### src/rtl/lsu_mem_master.sv
// lsu_mem_master: load/store initiator between the core execute stage and one
// port of the shared data RAM. It accepts one request at a time and builds the
// word-aligned address, byte enables and lane-replicated store data. It runs the
// valid/ready handshake with memory, then returns a single response pulse. For
// loads the response carries sign- or zero-extended data.
// Optional feature macro: LSU_MISALIGN_TRAP_EN. When it is defined, misaligned
// half/word accesses are trapped with rsp_err_o instead of being aligned down.
`ifndef RISCV_ADDR_WIDTH
`define RISCV_ADDR_WIDTH 32
`endif

module lsu_mem_master #(
  parameter int ADDR_WIDTH = `RISCV_ADDR_WIDTH
) (
  input  logic                  clk,
  input  logic                  rst,
  input  logic                  req_valid_i,
  output logic                  req_ready_o,
  input  logic                  req_we_i,
  input  logic [1:0]            req_size_i,
  input  logic                  req_uns_i,
  input  logic [ADDR_WIDTH-1:0] req_addr_i,
  input  logic [31:0]           req_wdata_i,
  output logic                  rsp_valid_o,
  output logic [31:0]           rsp_rdata_o,
  output logic                  rsp_err_o,
  output logic                  mem_valid_o,
  input  logic                  mem_ready_i,
  output logic [ADDR_WIDTH-1:0] mem_addr_o,
  output logic [31:0]           mem_wdata_o,
  output logic [3:0]            mem_we_o,
  input  logic [31:0]           mem_rdata_i
);

  typedef enum logic {S_IDLE, S_WAIT} state_e;

  state_e                state_q, state_d;
  logic                  we_q, we_d;
  logic [1:0]            size_q, size_d;
  logic                  uns_q, uns_d;
  logic [1:0]            lane_q, lane_d;
  logic                  mem_valid_q, mem_valid_d;
  logic [3:0]            mem_we_q, mem_we_d;
  logic [ADDR_WIDTH-1:0] mem_addr_q, mem_addr_d;
  logic [31:0]           mem_wdata_q, mem_wdata_d;
  logic                  rsp_valid_q, rsp_valid_d;
  logic [31:0]           rsp_rdata_q, rsp_rdata_d;
`ifdef LSU_MISALIGN_TRAP_EN
  logic                  rsp_err_q, rsp_err_d;
  logic                  req_misalign;
`endif

  logic [3:0]  req_be;
  logic [31:0] req_wdata_rep;
  logic [7:0]  ld_byte;
  logic [15:0] ld_half;
  logic [31:0] ld_ext;

  // Decode the incoming request into byte enables and replicated store data
  always_comb begin
    req_be        = 4'b1111;
    req_wdata_rep = req_wdata_i;
    case (req_size_i)
      2'b00: begin
        req_be        = 4'b0001 << req_addr_i[1:0];
        req_wdata_rep = {4{req_wdata_i[7:0]}};
      end
      2'b01: begin
        req_be        = 4'b0011 << {req_addr_i[1], 1'b0};
        req_wdata_rep = {2{req_wdata_i[15:0]}};
      end
      default: begin
        req_be        = 4'b1111;
        req_wdata_rep = req_wdata_i;
      end
    endcase
  end

`ifdef LSU_MISALIGN_TRAP_EN
  // Half needs an even address, word (and size 11) needs a word-aligned address
  always_comb begin
    req_misalign = 1'b0;
    if (req_size_i == 2'b01)
      req_misalign = req_addr_i[0];
    else if (req_size_i[1])
      req_misalign = |req_addr_i[1:0];
  end
`endif

  // Select the addressed lane of the returned word and extend it
  always_comb begin
    ld_byte = mem_rdata_i[{lane_q, 3'b000} +: 8];
    ld_half = lane_q[1] ? mem_rdata_i[31:16] : mem_rdata_i[15:0];
    case (size_q)
      2'b00:   ld_ext = {{24{~uns_q & ld_byte[7]}}, ld_byte};
      2'b01:   ld_ext = {{16{~uns_q & ld_half[15]}}, ld_half};
      default: ld_ext = mem_rdata_i;
    endcase
  end

  // Next-state and output-register logic of the access FSM
  always_comb begin
    state_d     = state_q;
    we_d        = we_q;
    size_d      = size_q;
    uns_d       = uns_q;
    lane_d      = lane_q;
    mem_valid_d = mem_valid_q;
    mem_we_d    = mem_we_q;
    mem_addr_d  = mem_addr_q;
    mem_wdata_d = mem_wdata_q;
    rsp_valid_d = 1'b0;
    rsp_rdata_d = rsp_rdata_q;
`ifdef LSU_MISALIGN_TRAP_EN
    rsp_err_d   = rsp_err_q;
`endif
    case (state_q)
      S_IDLE: begin
        // A stale mem_ready_i here is simply ignored
        if (req_valid_i) begin
`ifdef LSU_MISALIGN_TRAP_EN
          if (req_misalign) begin
            // Trap without touching memory; stay ready for the next request
            rsp_valid_d = 1'b1;
            rsp_rdata_d = 32'h0;
            rsp_err_d   = 1'b1;
          end else begin
`endif
            state_d     = S_WAIT;
            we_d        = req_we_i;
            size_d      = req_size_i;
            uns_d       = req_uns_i;
            lane_d      = req_addr_i[1:0];
            mem_valid_d = 1'b1;
            mem_we_d    = req_we_i ? req_be : 4'b0000;
            mem_addr_d  = {req_addr_i[ADDR_WIDTH-1:2], 2'b00};
            mem_wdata_d = req_wdata_rep;
`ifdef LSU_MISALIGN_TRAP_EN
          end
`endif
        end
      end
      S_WAIT: begin
        // Drop valid in the ready cycle so memory never sees a re-issue
        if (mem_ready_i) begin
          state_d     = S_IDLE;
          mem_valid_d = 1'b0;
          mem_we_d    = 4'b0000;
          rsp_valid_d = 1'b1;
          rsp_rdata_d = we_q ? 32'h0 : ld_ext;
`ifdef LSU_MISALIGN_TRAP_EN
          rsp_err_d   = 1'b0;
`endif
        end
      end
      default: state_d = S_IDLE;
    endcase
  end

  // State and output registers with synchronous reset (reset also aborts WAIT)
  always_ff @(posedge clk) begin
    if (rst) begin
      state_q     <= S_IDLE;
      we_q        <= 1'b0;
      size_q      <= 2'b00;
      uns_q       <= 1'b0;
      lane_q      <= 2'b00;
      mem_valid_q <= 1'b0;
      mem_we_q    <= 4'b0000;
      mem_addr_q  <= '0;
      mem_wdata_q <= 32'h0;
      rsp_valid_q <= 1'b0;
      rsp_rdata_q <= 32'h0;
`ifdef LSU_MISALIGN_TRAP_EN
      rsp_err_q   <= 1'b0;
`endif
    end else begin
      state_q     <= state_d;
      we_q        <= we_d;
      size_q      <= size_d;
      uns_q       <= uns_d;
      lane_q      <= lane_d;
      mem_valid_q <= mem_valid_d;
      mem_we_q    <= mem_we_d;
      mem_addr_q  <= mem_addr_d;
      mem_wdata_q <= mem_wdata_d;
      rsp_valid_q <= rsp_valid_d;
      rsp_rdata_q <= rsp_rdata_d;
`ifdef LSU_MISALIGN_TRAP_EN
      rsp_err_q   <= rsp_err_d;
`endif
    end
  end

  assign req_ready_o = (state_q == S_IDLE) && !rst;
  assign rsp_valid_o = rsp_valid_q;
  assign rsp_rdata_o = rsp_rdata_q;
  assign mem_valid_o = mem_valid_q;
  assign mem_we_o    = mem_we_q;
  assign mem_addr_o  = mem_addr_q;
  assign mem_wdata_o = mem_wdata_q;
`ifdef LSU_MISALIGN_TRAP_EN
  assign rsp_err_o   = rsp_err_q;
`else
  assign rsp_err_o   = 1'b0;
`endif

endmodule
### config.mk
export PLATFORM = sky130hd
export DESIGN_NAME = lsu_mem_master
export DESIGN_NICKNAME = d
export VERILOG_FILES = /design/src/rtl/lsu_mem_master.sv
export SDC_FILE = /design/constraint.sdc
export NUM_CORES = 1
export LEC_CHECK = 0
export BUFFER_PORTS_ARGS = -buffer_cell sky130_fd_sc_hd__buf_2
export CORE_ASPECT_RATIO = 0.9
export CORE_MARGIN = 5
export CORE_UTILIZATION = 43
export CTS_BUF_LIST = sky130_fd_sc_hd__clkbuf_4
export DETAILED_ROUTE_END_ITERATION = 16
export GPL_TIMING_DRIVEN = 0
export PLACE_DENSITY = 0.78
export SYNTH_ARGS = -nofsm -noshare
export SYNTH_HDL_FRONTEND = slang
export SYNTH_SLANG_ARGS = --single-unit
### constraint.sdc
create_clock -name clk -period 1.46 [get_ports clk]
set_input_delay 0.292 -clock clk [delete_from_list [all_inputs] [get_ports clk]]
set_output_delay 0.292 -clock clk [all_outputs]
set_load 0.05 [all_outputs]
==> results.tsv <==
stage	metric	value	unit
yosys	commonest cells in the netlist	136 x nand2_1, 107 x dfxtp_1, 74 x a21oi_1, 32 x clkbuf_1, 29 x o21ai_0	
yosys	Avg Cell Area, Syn	8.25	um2
power	Internal Pwr Total	4.38	mW
min_path	Hold Path Sink	mem_addr_o[16]	
timing	RSZ-0062 raised after global routing	yes	
power	Sequential Power Share	0.476	
die	die height	106	um
power	Comb power frac	0.270	
setup_path	crit path max fanout	6	
yosys	dominant cell type by area after synthesis	dfxtp_1	
yosys	top cells by area, synth	dfxtp_1 48%, nand2_1 12%, a21oi_1 8.4%, mux2i_1 3.6%, o21ai_0 3.3%	
cts	Reg clk slew, reported paths	0.17	ns
die	Initial Util	0.435	
power	Clock power frac	0.253	
die	Core ar.	10200	um2
yosys	number of synthesized register bits	107	
timing	f_max	0.633	GHz
setup_path	critical path class	flip-flop to flip-flop	
yosys	Netlist Area Pre-Place	4420	um2
placed_design	# port buffers	203	
yosys	YS warnings	0	
route	post-route ant nets	0	
cts	CTS H-tree lvls	3	
setup_path	crit start category	flip-flop	
setup_path	Setup crit end kind	flip-flop	
global_route	first-pass GRT wire length	23400	um
power	net switching power	2.35	mW
cts	clock root cell	clkbuf_4	
yosys	Yosys top cell area share	0.484	
cts	CTS tree	done	
die	die area	12400	um2
timing	clk_skew	0.0136	ns
timing	worst slew pin tran	0.613	ns
cts	Clock Sinks	107	
yosys	Post-synth ARST share	0	
setup_path	slowest CP cell	a2111o_1	
setup_path	critical path required time	1.88	ns
route	initial DRC count	306	
placed_design	Place WS	-0.457	ns
yosys	Cells after Synth	536	
power	Sw Share	0.349	
run_status	status	complete, but fails checks	
setup_path	reg-to-reg slack, setup	-0.12	ns
route	DRC viols	0	
route	Post-Route WL	15500	um
setup_path	Critical Path Max Stage Delay	0.54	ns
setup_path	CP startpoint	size_q[1]	
setup_path	CP Cell Sequence	nor3_2, a22oi_2, a2111o_1, buf_6, nand2_2	
run_status	failing checks	negative setup slack	
min_path	hold_sp	req_addr_i[16]	
timing	worst relative slew slack	0.591	
global_route	vias in the first global route	4730	
global_route	GRT Residual Overflow	0	
timing	Hold Fails Final Rpt	0	
power	Max IR drop VDD	657	uV
cts	Num CTS Buffers	9	
cts	worst skew pair latency	0.47	ns
power	Leak	2.98	nW
placed_design	placed cells	870	
layout	nets	869	
timing	Final Worst Setup Slack	-0.121	ns
yosys	number of synthesized flops with an enable pin	0	
global_route	initial antenna violation count	1	
setup_path	worst reg2reg endpoint	rsp_rdata_o[26]	
yosys	register area share after synthesis	0.484	
die	I/O pin count	208	
placed_design	dpl hpwl	11300	um
setup_path	Crit path buffers/inverters	1	
setup_path	reg-to-reg critical path startpoint	size_q[1]	
power	Pwr Density	1060	nW/um2
route	WL/cell	17.2	um
yosys	Synth Flop Type	dfxtp_1	
setup_path	Worst R2R Path Depth	5	
layout	Finished Layout Cells	900	
placed_design	Placer Congestion	0.928	
setup_path	CP top delay family	compound AO/OA/AOI/OAI gates	
timing	Final Critical Period	1.58	ns
yosys	cell with the most instances after synthesis	nand2_1	
layout	share of post-route cells with drive strength above 1	0.414	
route	routed vias	4875	
global_route	gr usage total	0.237	
global_route	maximum number of pins on one net before global-route repair	18	
die	width of the die	117	um
die	FP Rows	35	
min_path	WHS Path Cells	3	
route	Vias/cell	5.42	
timing	Final Setup Violations	29	
cts	maximum buffer depth of the clock tree	2	
route	First-pass DRT Iterations	5	
yosys	Synth cell types	34	
min_path	Worst Hold Class	primary input to flip-flop	
timing	post-route clock period utilization	1.08	
layout	Area Overhead vs Synth	43.4	%
job	Max Cap Violations	0	
setup_path	CP arrival	2.00	ns
timing	Slew Limit Fails	0	
-- what timing repair did --
action,CTS,global route
hold buffers,0,0
resized for setup,69,108
setup endpoints to repair,103,118
pin swaps,9,16
cloned,2,0
buffers inserted,9,6
-- flip-flops by register name, summed over array words and instances, names as in the netlist, 2 cells and up --
name,flops
mem_wdata_o,32
rsp_rdata_o,32
mem_addr_o,30
mem_we_o,4
lane_q,2
size_q,2
-- how the worst max path moves through the flow --
| stage | endpoint | slack [ns] | depth (start not counted) |
|---|---|---|---|
| floorplan | req_ready_o | -0.07 | 4 |
| global placement | mem_wdata_o[31] | -0.43 | 7 |
| detailed placement | mem_wdata_o[31] | -0.46 | 7 |
| CTS | rsp_rdata_o[21] | -0.13 | 5 |
| global route | rsp_rdata_o[23] | -0.16 | 5 |
| finish | rsp_rdata_o[26] | -0.12 | 5 |
-- final cells by class --
cell class | instances | area (um2)
Buffer | 45 | 288
Timing Repair Buffer | 219 | 1260
Inverter | 10 | 37.5
Antenna cell | 1 | 2.50
Clock inverter | 7 | 91.3
Clock buffer | 9 | 67.6
Tap cell | 129 | 161
Fill cell | 878 | 3820
Sequential cell | 107 | 2160
Multi-Input combinational cell | 373 | 2270
-- layout by cell type (no fill, tap or decap), drive strengths merged, types with 7 or more instances in the layout --
master and count:
a22o 9, inv 11, a311oi 8, buf 206, nor2 27, o21ai 29, a22oi 18, mux2i 16
a21oi 74, a211oi 8, a32oi 7, nand2 137, clkbuf 67, a221o 7, dfxtp 107, mux2 9
-- metrics by stage --
stage / hold slack [ns] / power (mW) / util / TNS (ns) / cell area [um2]
global route: -0.00174 / 7.03 / 0.624 / -3.73 / 6340
floorplan: 0.402 / 4.37 / - / -0.804 / 4450
detailed placement: 0.446 / 4.88 / 0.554 / -33.61 / 5630
finish: 0.0370 / 6.73 / 0.624 / -2.09 / 6340
global placement: 0.440 / 4.85 / 0.554 / -31.08 / 5630
CTS: 0.00939 / 6.65 / 0.596 / -2.20 / 6060
-- logic make-up after synthesis --
family	after synthesis	synth area share
and+or+nand+nor	180	0.166
DFF	107	0.484
other	1	0.000848
buffers and inverters	58	0.0543
muxes	25	0.0591
AOI/OAI and AO/OA	165	0.235
-- power by group through the flow --
stage               Clock [mW]  Combinational [mW]  Sequential [mW]
CTS                       1.74                1.71             3.20
global route              1.86                1.94             3.23
finish                    1.70                1.82             3.21
detailed placement           0                1.62             3.26
global placement             0                1.60             3.25
floorplan                    0               0.543             3.83
-- metal layers --
metal  track usage  vias to the layer above  part of all wire
li1              -                     2314                 -
met1         0.278                     2279              0.39
met2         0.396                      249              0.49
met3        0.0808                       33             0.099
met4        0.0925                        0             0.027
met5             0                        -                 0
-- worst register-to-register path, delay by kind of cell (launching register included) --
| family | cells | cell delay (ns) |
|---|---|---|
| buffers and inverters | 1 | 0.19 |
| DFF | 1 | 0.41 |
| AOI/OAI and AO/OA | 2 | 0.66 |
| and+or+nand+nor | 2 | 0.27 |
No activity file was read; power rests on OpenSTA's default activity.
